[src/rtl/sim_mon_pkg.sv]
// Shared constants for the simulation bus monitor: register window offsets,
// the END pass code and VCNT_CTRL bit positions.
package sim_mon_pkg;

  localparam logic [3:0]  OFF_CHAR      = 4'h0;
  localparam logic [3:0]  OFF_RSVD      = 4'h4;
  localparam logic [3:0]  OFF_END       = 4'h8;
  localparam logic [3:0]  OFF_VCNT_CTRL = 4'hC;

  localparam logic [31:0] PASS_CODE = 32'h0000_0000;

  localparam int unsigned EN  = 32'd0;
  localparam int unsigned CLR = 32'd1;

  // Word select as latched from haddr[3:2]
  typedef enum logic [1:0] {
    SEL_CHAR      = OFF_CHAR[3:2],
    SEL_RSVD      = OFF_RSVD[3:2],
    SEL_END       = OFF_END[3:2],
    SEL_VCNT_CTRL = OFF_VCNT_CTRL[3:2]
  } mon_sel_e;

endpackage

[src/rtl/sim_bus_monitor_ahb_wr_snoop.sv]
// Passive AHB-Lite write snooper: remembers an accepted address phase inside
// the monitor window and strobes once when its data phase completes.
module ahb_wr_snoop
  import sim_mon_pkg::*;
#(
  parameter logic [31:0] MON_BASE = 32'h6000_FFF0
) (
  input  logic        i_ext_pad_clkmux_ehs_clk,
  input  logic        PI_SOC_RST_B,
  input  logic [1:0]  htrans,
  input  logic        hwrite,
  input  logic [31:0] haddr,
  input  logic [31:0] hwdata,
  input  logic        hready,
  output logic        wr_stb,
  output logic [1:0]  wr_sel,
  output logic [31:0] wr_data
);

  logic       pend_q, pend_d;
  logic [1:0] sel_q, sel_d;
  logic       addr_hit_s;
  logic [2:0] unused_addr_s;

  assign unused_addr_s = {htrans[0], haddr[1:0]};

  // Address-phase capture; a stalled bus (hready=0) holds the pending phase
  always_comb begin
    addr_hit_s = htrans[1] & hwrite & hready & (haddr[31:4] == MON_BASE[31:4]);
    pend_d     = pend_q;
    sel_d      = sel_q;
    if (hready) begin
      pend_d = addr_hit_s;
      if (addr_hit_s) begin
        sel_d = haddr[3:2];
      end else begin
        sel_d = sel_q;
      end
    end else begin
      pend_d = pend_q;
      sel_d  = sel_q;
    end
  end

  // Pending-phase state
  always_ff @(posedge i_ext_pad_clkmux_ehs_clk or posedge PI_SOC_RST_B) begin
    if (PI_SOC_RST_B) begin
      pend_q <= 1'b0;
      sel_q  <= 2'd0;
    end else begin
      pend_q <= pend_d;
      sel_q  <= sel_d;
    end
  end

  assign wr_stb  = pend_q & hready;
  assign wr_sel  = sel_q;
  assign wr_data = hwdata;

endmodule

[src/rtl/sim_bus_monitor.sv]
// Simulation monitor top: console character output, sticky pass/fail verdict,
// software virtual counter and a cycle-count watchdog. Observes the bus only.
module sim_bus_monitor
  import sim_mon_pkg::*;
#(
  parameter logic [31:0] MON_BASE   = 32'h6000_FFF0,
  parameter int unsigned MAX_CYCLES = 32'd30_000_000
) (
  input  logic        i_ext_pad_clkmux_ehs_clk,
  input  logic        PI_SOC_RST_B,
  input  logic [1:0]  htrans,
  input  logic        hwrite,
  input  logic [31:0] haddr,
  input  logic [31:0] hwdata,
  input  logic        hready,
  output logic        char_vld,
  output logic [7:0]  char_data,
  output logic        sim_pass,
  output logic        sim_fail,
  output logic        sim_done,
  output logic        timeout,
  output logic [31:0] cycle_cnt,
  output logic [63:0] vcnt
);

  localparam logic [31:0] WDOG_LAST = 32'(MAX_CYCLES - 32'd1);

  logic        wr_stb_s;
  logic [1:0]  wr_sel_s;
  logic [31:0] wr_data_s;

  logic        char_vld_q, char_vld_d;
  logic [7:0]  char_data_q, char_data_d;
  logic        pass_q, pass_d;
  logic        fail_q, fail_d;
  logic        done_q, done_d;
  logic        timeout_q, timeout_d;
  logic        en_q, en_d;
  logic [31:0] cycle_q, cycle_d;
  logic [63:0] vcnt_q, vcnt_d;
  logic        clr_s;
  logic        end_wr_s;

  ahb_wr_snoop #(.MON_BASE(MON_BASE)) u_snoop (
    .i_ext_pad_clkmux_ehs_clk (i_ext_pad_clkmux_ehs_clk),
    .PI_SOC_RST_B             (PI_SOC_RST_B),
    .htrans                   (htrans),
    .hwrite                   (hwrite),
    .haddr                    (haddr),
    .hwdata                   (hwdata),
    .hready                   (hready),
    .wr_stb                   (wr_stb_s),
    .wr_sel                   (wr_sel_s),
    .wr_data                  (wr_data_s)
  );

  // Register decode, first-wins verdict, watchdog and counters
  always_comb begin
    char_vld_d  = 1'b0;
    char_data_d = char_data_q;
    pass_d      = pass_q;
    fail_d      = fail_q;
    done_d      = done_q;
    timeout_d   = timeout_q;
    en_d        = en_q;
    clr_s       = 1'b0;
    end_wr_s    = 1'b0;
    cycle_d     = cycle_q + 32'd1;

    if (wr_stb_s) begin
      case (mon_sel_e'(wr_sel_s))
        SEL_CHAR: begin
          char_vld_d  = 1'b1;
          char_data_d = wr_data_s[7:0];
        end
        SEL_END: begin
          if (!done_q) begin
            end_wr_s = 1'b1;
            done_d   = 1'b1;
            if (wr_data_s == PASS_CODE) begin
              pass_d = 1'b1;
            end else begin
              fail_d = 1'b1;
            end
          end else begin
            end_wr_s = 1'b0;
          end
        end
        SEL_VCNT_CTRL: begin
          en_d  = wr_data_s[EN];
          clr_s = wr_data_s[CLR];
        end
        default: begin
          char_vld_d = 1'b0;
        end
      endcase
    end else begin
      char_vld_d = 1'b0;
    end

    // A same-edge END write owns the verdict, so the watchdog yields to it
    if (!done_q && !end_wr_s && (cycle_q == WDOG_LAST)) begin
      timeout_d = 1'b1;
      fail_d    = 1'b1;
      done_d    = 1'b1;
    end else begin
      timeout_d = timeout_q;
    end

    if (clr_s) begin
      vcnt_d = 64'd0;
    end else if (en_q) begin
      vcnt_d = vcnt_q + 64'd1;
    end else begin
      vcnt_d = vcnt_q;
    end
  end

  // Output and state registers
  always_ff @(posedge i_ext_pad_clkmux_ehs_clk or posedge PI_SOC_RST_B) begin
    if (PI_SOC_RST_B) begin
      char_vld_q  <= 1'b0;
      char_data_q <= 8'd0;
      pass_q      <= 1'b0;
      fail_q      <= 1'b0;
      done_q      <= 1'b0;
      timeout_q   <= 1'b0;
      en_q        <= 1'b0;
      cycle_q     <= 32'd0;
      vcnt_q      <= 64'd0;
    end else begin
      char_vld_q  <= char_vld_d;
      char_data_q <= char_data_d;
      pass_q      <= pass_d;
      fail_q      <= fail_d;
      done_q      <= done_d;
      timeout_q   <= timeout_d;
      en_q        <= en_d;
      cycle_q     <= cycle_d;
      vcnt_q      <= vcnt_d;
    end
  end

  assign char_vld  = char_vld_q;
  assign char_data = char_data_q;
  assign sim_pass  = pass_q;
  assign sim_fail  = fail_q;
  assign sim_done  = done_q;
  assign timeout   = timeout_q;
  assign cycle_cnt = cycle_q;
  assign vcnt      = vcnt_q;

endmodule

[config.mk]
export PLATFORM = sky130hd
export DESIGN_NAME = sim_bus_monitor
export DESIGN_NICKNAME = d
export VERILOG_FILES = /design/src/rtl/sim_mon_pkg.sv /design/src/rtl/sim_bus_monitor_ahb_wr_snoop.sv /design/src/rtl/sim_bus_monitor.sv
export SDC_FILE = /design/constraint.sdc
export NUM_CORES = 1
export LEC_CHECK = 0
export ABC_AREA = 1
export BUFFER_PORTS_ARGS = -buffer_cell sky130_fd_sc_hd__clkbuf_2
export CAP_MARGIN = 20
export CORE_MARGIN = 3
export CORE_UTILIZATION = 50
export DETAILED_ROUTE_END_ITERATION = 8
export GPL_TIMING_DRIVEN = 0
export PLACE_DENSITY = 0.76
export SLEW_MARGIN = 20
export SYNTH_ARGS = -nofsm -noshare
export SYNTH_HDL_FRONTEND = slang
export SYNTH_SLANG_ARGS = --single-unit
export TNS_END_PERCENT = 10
[constraint.sdc]
create_clock -name i_ext_pad_clkmux_ehs_clk -period 6.27 [get_ports i_ext_pad_clkmux_ehs_clk]
set_input_delay 0.3135 -clock i_ext_pad_clkmux_ehs_clk [delete_from_list [all_inputs] [get_ports i_ext_pad_clkmux_ehs_clk]]
set_output_delay 0.3135 -clock i_ext_pad_clkmux_ehs_clk [all_outputs]
set_load 0.05 [all_outputs]
==> After elaboration in Yosys (flattened, before gate mapping) <==
Cells that the tools add are included.
{ "word_totals": {"reg_bits": 113, "word_cells": 56, "out_inout_bits": 109, "inputBits": 70} }
{ "classes": {"n_bitwise": 5, "n_eq_ne": 6, "add_sub_neg": 2, "mux": 17, "reduce_logical": 15} }
{ "ops": {"columns": ["op", "count"], "rows": [
  ["$mux 64", 2],
  ["$add 64x1->64 const B", 1],
  ["$add 32x1->32 const B", 1],
  ["$eq 32x25->1 const B", 1],
  ["$logic_not 32->1", 1],
  ["$eq 28x27->1 const B", 1],
  ["$mux 1", 15],
  ["$reduce_and 2->1", 4],
  ["$reduce_and 4->1", 2],
  ["$reduce_bool 2->1", 3],
  ["$and 1x1->1", 4],
  ["$eq 2x2->1 const B", 2],
  ["$ne 2x1->1 const B", 2],
  ["$logic_and 1x1->1", 2],
  ["$logic_not 1->1", 2],
  ["$logic_not 2->1", 1],
  ["$not 1->1", 1]
]} }

==> Logic depth before layout (Yosys ltp) <==
{ "depth": {"depth_word": 8, "depth_mapped": 11, "mapped_depth_nobuf": 11} }

==> By module <==
A second synthesis with hierarchy kept.
{ "unflattened": {"cells_unflattened": 1022, "hier_area_um2": 7045.5} }
{ "modules_own_cells": {"columns": ["mod", "cells_per_inst", "instances", "area_each_um2", "seq_area_each_um2"], "rows": [
  ["sim_bus_monitor", 934, 1, 6518.8, 2752.6],
  ["ahb_wr_snoop", 88, 1, 526.8, 75.1]
]} }

==> Worst setup path before layout <==
OpenSTA, ideal clock, no wires.
{ "synth_path": {"path_type": "register -> register", "from": "reg cycle_q[1], in the netlist cycle_cnt[1]", "to": "reg cycle_q[24], in the netlist cycle_cnt[24]", "n_path_buf": 0, "t_required_ns": 6.147, "setup_ns": 0.123, "synth_period_minus_slack_ns": 1.882, "arrival_time_ns": 1.760, "path_stages_with_launch": 9, "path_slack_ns": 4.388, "cell_sequence": "dfrtp_1 ha_1 nand3_2 nor2_1 nand2_1 nor2_4 nand2_2 nor3_1 nor2_1"} }
{ "synth_between": {"elab_chain_cells": 1} }
{ "synth_rtl": {"columns": ["element", "line_no", "text"], "rows": [
  ["start: declaration", "sim_bus_monitor.sv:39", "logic [31:0] cycle_q, cycle_d;"],
  ["start signal: assignment", "sim_bus_monitor.sv:139", "cycle_q <= cycle_d;"],
  ["$add 32x1->32", "sim_bus_monitor.sv:68", "cycle_d = cycle_q + 32'd1;"],
  ["via cycle_d[24]", "sim_bus_monitor.sv:39", null]
]} }
The timed path passes the listed nets, and every way through them passes these cells.
A chain may end at the register's enable or synchronous reset.

==> Final worst setup path <==
{ "layout_path": {"from": "reg vcnt_q[1], in the netlist vcnt[1]", "to": "reg vcnt_q[42], in the netlist vcnt[42]"} }
{ "layout_between": {"elab_chain_cells": 3} }
{ "layout_rtl": {"columns": ["element", "line_no", "text"], "rows": [
  ["start: declaration", "sim_bus_monitor.sv:40", "logic [63:0] vcnt_q, vcnt_d;"],
  ["start signal: assignment", "sim_bus_monitor.sv:140", "vcnt_q <= vcnt_d;"],
  ["$add 64x1->64", "sim_bus_monitor.sv:113", "vcnt_d = vcnt_q + 64'd1;"],
  ["$mux 64", "sim_bus_monitor.sv:112", "end else if (en_q) begin"],
  ["$mux 64", "sim_bus_monitor.sv:110", "if (clr_s) begin"]
]} }
No other way between the ends. The select of a mux whose other input is x is not followed.

==> run summary <==
## STA
- 0.125 ns — final hold slack
- 0 — count of final hold-check violations
- 52.7% — headroom to the max-slew limit
- 0 ns — setup TNS
- 509 MHz — Achievable Freq
- 0.703 ns — slew at the pin with the worst max-slew slack
- 0 — count of pins over their slew limit
- 0 — number of setup violations in the final report
- 0.00984 ns — clk_skew
- 31.3% — final cycle utilization of the critical path
- 1.96 ns — min Tclk post-route
- false — RSZ-0062 raised after global routing

## Clock network
- 0.42 ns — clock latency on the worst-skew pair
- clkbuf_16 — clock tree root driver cell
- 4 — htree depth
- yes — CTS tree
- 0.05 ns — CTS clock-pin slew for the worst setup and hold paths
- 17 — Num CTS Buffers
- 2 — largest buffer count on any clock path
- 0 — number of buffers inserted by post-CTS setup repair
- 113 — number of sinks on the clock net

## Synthesis
- 0% — share of synthesized area spent on multiplexers
- dfrtp_1 — most instantiated flip-flop cell in the synthesis netlist
- 35 — count of unique library cells instantiated by Yosys
- 100% — share of async-settable or async-resettable flops after synthesis
- 41.6% — part of the Yosys area used for sequential elements
- 3.74% — Post-Synth XOR/XNOR Area
- 5.92% — fraction of the mapped netlist area in compound gates
- 6800 um2 — combined area of all synthesized cells
- 113 — number of storage elements in the synthesis netlist
- 0.368% — adder-cell share of the synthesized area
- 1,066 — Net Count, Synth
- 0 — number of enable flip-flop cells after synthesis
- 41.4% — simple-gate share of the synthesized area
- simple AND/OR/NAND/NOR gates — dominant combinational cell family by area after synthesis
- 994 — cell count after synthesis
- 6.84 um2 — syn_area_per_cell
- 0 — Yosys warning count

## Finish
- 1,262 — Layout Nets
- 21.1% — ratio of cells with drive above 1 in the final layout
- 24.8% — Area growth syn-to-layout
- 1,374 — Non-Filler Instances
- 0 — number of antenna cells inserted

## Hold path
- in2reg — worst min-delay path class
- hwdata[5] — startpoint of the lowest-slack hold path

## Place
- 0.940 — routability congestion estimate from global placement
- 1,342 — number of placed instances, taps included
- 175 — count of buffers from port buffering
- 16.1 mm — placed wire-length estimate

## Power and ir drop
- 202 nW/um2 — Cell Pwr Density
- 173 uV — Max IR drop VDD
- 3.9% — combinational fraction of design power
- 4.21 nW — static leakage power
- 22.0% — switching portion of total power
- 42.9% — register share of total power
- 0.378 mW — switching power summed over all nets
- 1.34 mW — internal power consumption
- 53.1% — Clock power frac

## Die
- 52.4% — initial core utilization
- 123 um — Chip Width
- 15,000 um2 — die outline area
- 123 um — die outline height
- 41 — floorplan row count
- 179 — num ports
- 13,000 um2 — placeable core region

## Routing
- 15.4 um — routed length per instance
- 10.2 mm — Met2 Routed Length
- 0 — Antenna Violating Nets Remaining
- 8.63 mm — routed length on met1
- 0 — DRC
- 1.75 mm — wire length on met3
- 6 — number of detailed-routing iterations run before antenna repair
- 21.1 mm — final WL
- 680 — number of DRC markers in iteration 0
- 7,294 — total number of vias
- met4 — highest layer used for signal routing
- 5.31 — via density per instance

## Critical path
- 6.58 ns — required time reported for the critical path endpoint
- vcnt[1] — source of the worst register-to-register timing path
- dfrtp_1 — Slowest cell on crit path
- flip-flop — Worst Setup End Kind
- flip-flop — element type at the critical path start
- 5 — Critical Path Fanout Max
- vcnt[1] — Critical path origin
- 0.42 ns — delay of the slowest cell on the worst path
- ha_1, nand2_1, nor2_2, nand3_1, nor2_2, nand2_1, nor3_1, nor2_1 — list of cells traversed by the critical path
- 2.27 ns — worst endpoint data arrival time
- reg2reg — Critical Setup Path Class
- 4.31 ns — register-to-register setup slack

## GRT
- 0 — antenna violations before repair
- 33.7 mm — global-route wire length before repair
- 6,866 — via count of the first global-routing pass
- 0 — residual overflow from global routing
- 29.2% — overall global routing resource usage
- 72 — largest net degree at the start of global routing

## Status
- finished, final reports clean — run status

## Flow run
- 0 — number of max-cap violations

[synth_stat cells, types with 3 or more instances]
cell type  count  area (um2)
nor3b_1        4        30.0
inv_2          8        30.0
nand4_1       27         169
o21ai_1       14        70.1
nand3_1       56         280
inv_1        100         375
xnor2_1        7        61.3
nor2_1       211         792
nor4_1         5        31.3
xor2_1        22         193
nor2_4         3        33.8
buf_2          7        35.0
a31oi_1        3        18.8
nand2_1      274        1030
nand3_2        3        30.0
dfrtp_1      113        2830
nor3_2         5        50.1
o21ai_0       14        70.1
and3_1         3        18.8
nand2_2        7        43.8
a21oi_1       35         175
nor3_1        35         175
clkinv_1       3        11.3
o21bai_1       7        52.6
nor2_2        16         100
[per-stage QoR]
stage | setup slack (ns) | cell area (um2) | util (%) | power (mW)
after floorplan | 2.97 | 6800 | - | 0.784
after global routing | 4.15 | 8490 | 65.4 | 1.77
final | 4.31 | 8490 | 65.4 | 1.72
after detailed placement | 4.39 | 7920 | 61.1 | 0.819
after CTS | 4.35 | 8490 | 65.4 | 1.73
after global placement | 1.64 | 7890 | 60.8 | 0.815
[registers in the layout, indices dropped and copies added (netlist names)]
register / count
char_vld: 1
vcnt: 64
sim_fail: 1
cycle_cnt: 32
en_q: 1
u_snoop.pend_q: 1
timeout: 1
u_snoop.wr_sel: 2
char_data: 8
sim_done: 1
sim_pass: 1
[what timing repair did]
| action | in CTS | in global routing |
|---|---|---|
| hold buffers | 1 | 0 |
| setup endpoints to repair | 0 | 0 |
| gates resized for setup | 0 | 0 |
| hold endpoints to repair | 42 | 0 |
[power by group through the flow]
stage / registers [mW] / clock network, mW / logic, mW
after CTS: 0.737 / 0.918 / 0.0697
after floorplan: 0.766 / 0 / 0.0184
final: 0.737 / 0.913 / 0.0678
after global routing: 0.737 / 0.954 / 0.0763
after detailed placement: 0.750 / 0 / 0.0692
after global placement: 0.750 / 0 / 0.0652
[critical path: cells and delay by family (launching register included)]
| family | cells | cell delay [ns] |
|---|---|---|
| flip-flops | 1 | 0.42 |
| adder cells (fa/ha/maj) | 1 | 0.23 |
| AND/OR/NAND/NOR | 7 | 1.20 |
[path summary, 6_finish.rpt]
| path | endpoint | cells past startpoint |
|---|---|---|
| max in group asynchronous | vcnt[45] | 4 |
| min in group asynchronous | u_snoop.wr_sel[1] | 3 |
| setup / recovery | vcnt[42] | 8 |
| hold reg to reg | char_data[5] | 2 |
| setup reg to reg | vcnt[42] | 8 |
| hold / removal | char_data[5] | 3 |
[layout make-up]
type / count / area [um2]
inverter: 111 / 422
multi-input combinational: 759 / 3500
buffer: 11 / 57.6
sequential: 113 / 2830
clock inverter: 5 / 52.6
timing repair buffer: 177 / 913
clock buffer: 26 / 499
fill: 1172 / 4490
tap: 172 / 215
[layer usage]
| layer | GRT usage [%] | vias up |
|---|---|---|
| met1 | 37.3 | 3341 |
| met3 | 7.24 | 46 |
| met5 | 0 | - |
| met2 | 48.1 | 337 |
| li1 | - | 3570 |
| met4 | 10.6 | 0 |
[placed cells by master (no fill, tap or decap), types with 2 or more instances in the layout]
master,netlist,layout
inv_1,100,99
nor3b_1,4,4
xor2_1,22,22
xnor2_1,7,7
nand3_2,3,3
nor2_4,3,3
clkinv_1,3,3
nor3_1,35,35
nor3_2,5,5
dfrtp_1,113,113
a21oi_1,35,35
clkbuf_2,0,175
buf_2,7,7
nor4_1,5,5
clkinv_2,0,3
nand2_2,7,7
nand2_1,274,274
o21ai_0,14,14
o21ai_1,14,14
nand3_1,56,56
nor2_1,211,211
ha_1,2,2
nor2_2,16,16
clkbuf_8,0,4
and3_1,3,3
a31oi_1,3,3
nand4_1,27,27
inv_2,8,8
clkbuf_16,0,17
clkbuf_1,2,7
o21bai_1,7,7
[logic make-up after synthesis]
kind of cell               after synthesis
AOI/OAI and AO/OA                       75
xor gates and xnor gates                29
adders and majority gates                2
buffers and inverters                  122
DFF                                    113
and+or+nand+nor                        653
Power figures use the tool's default switching activity.
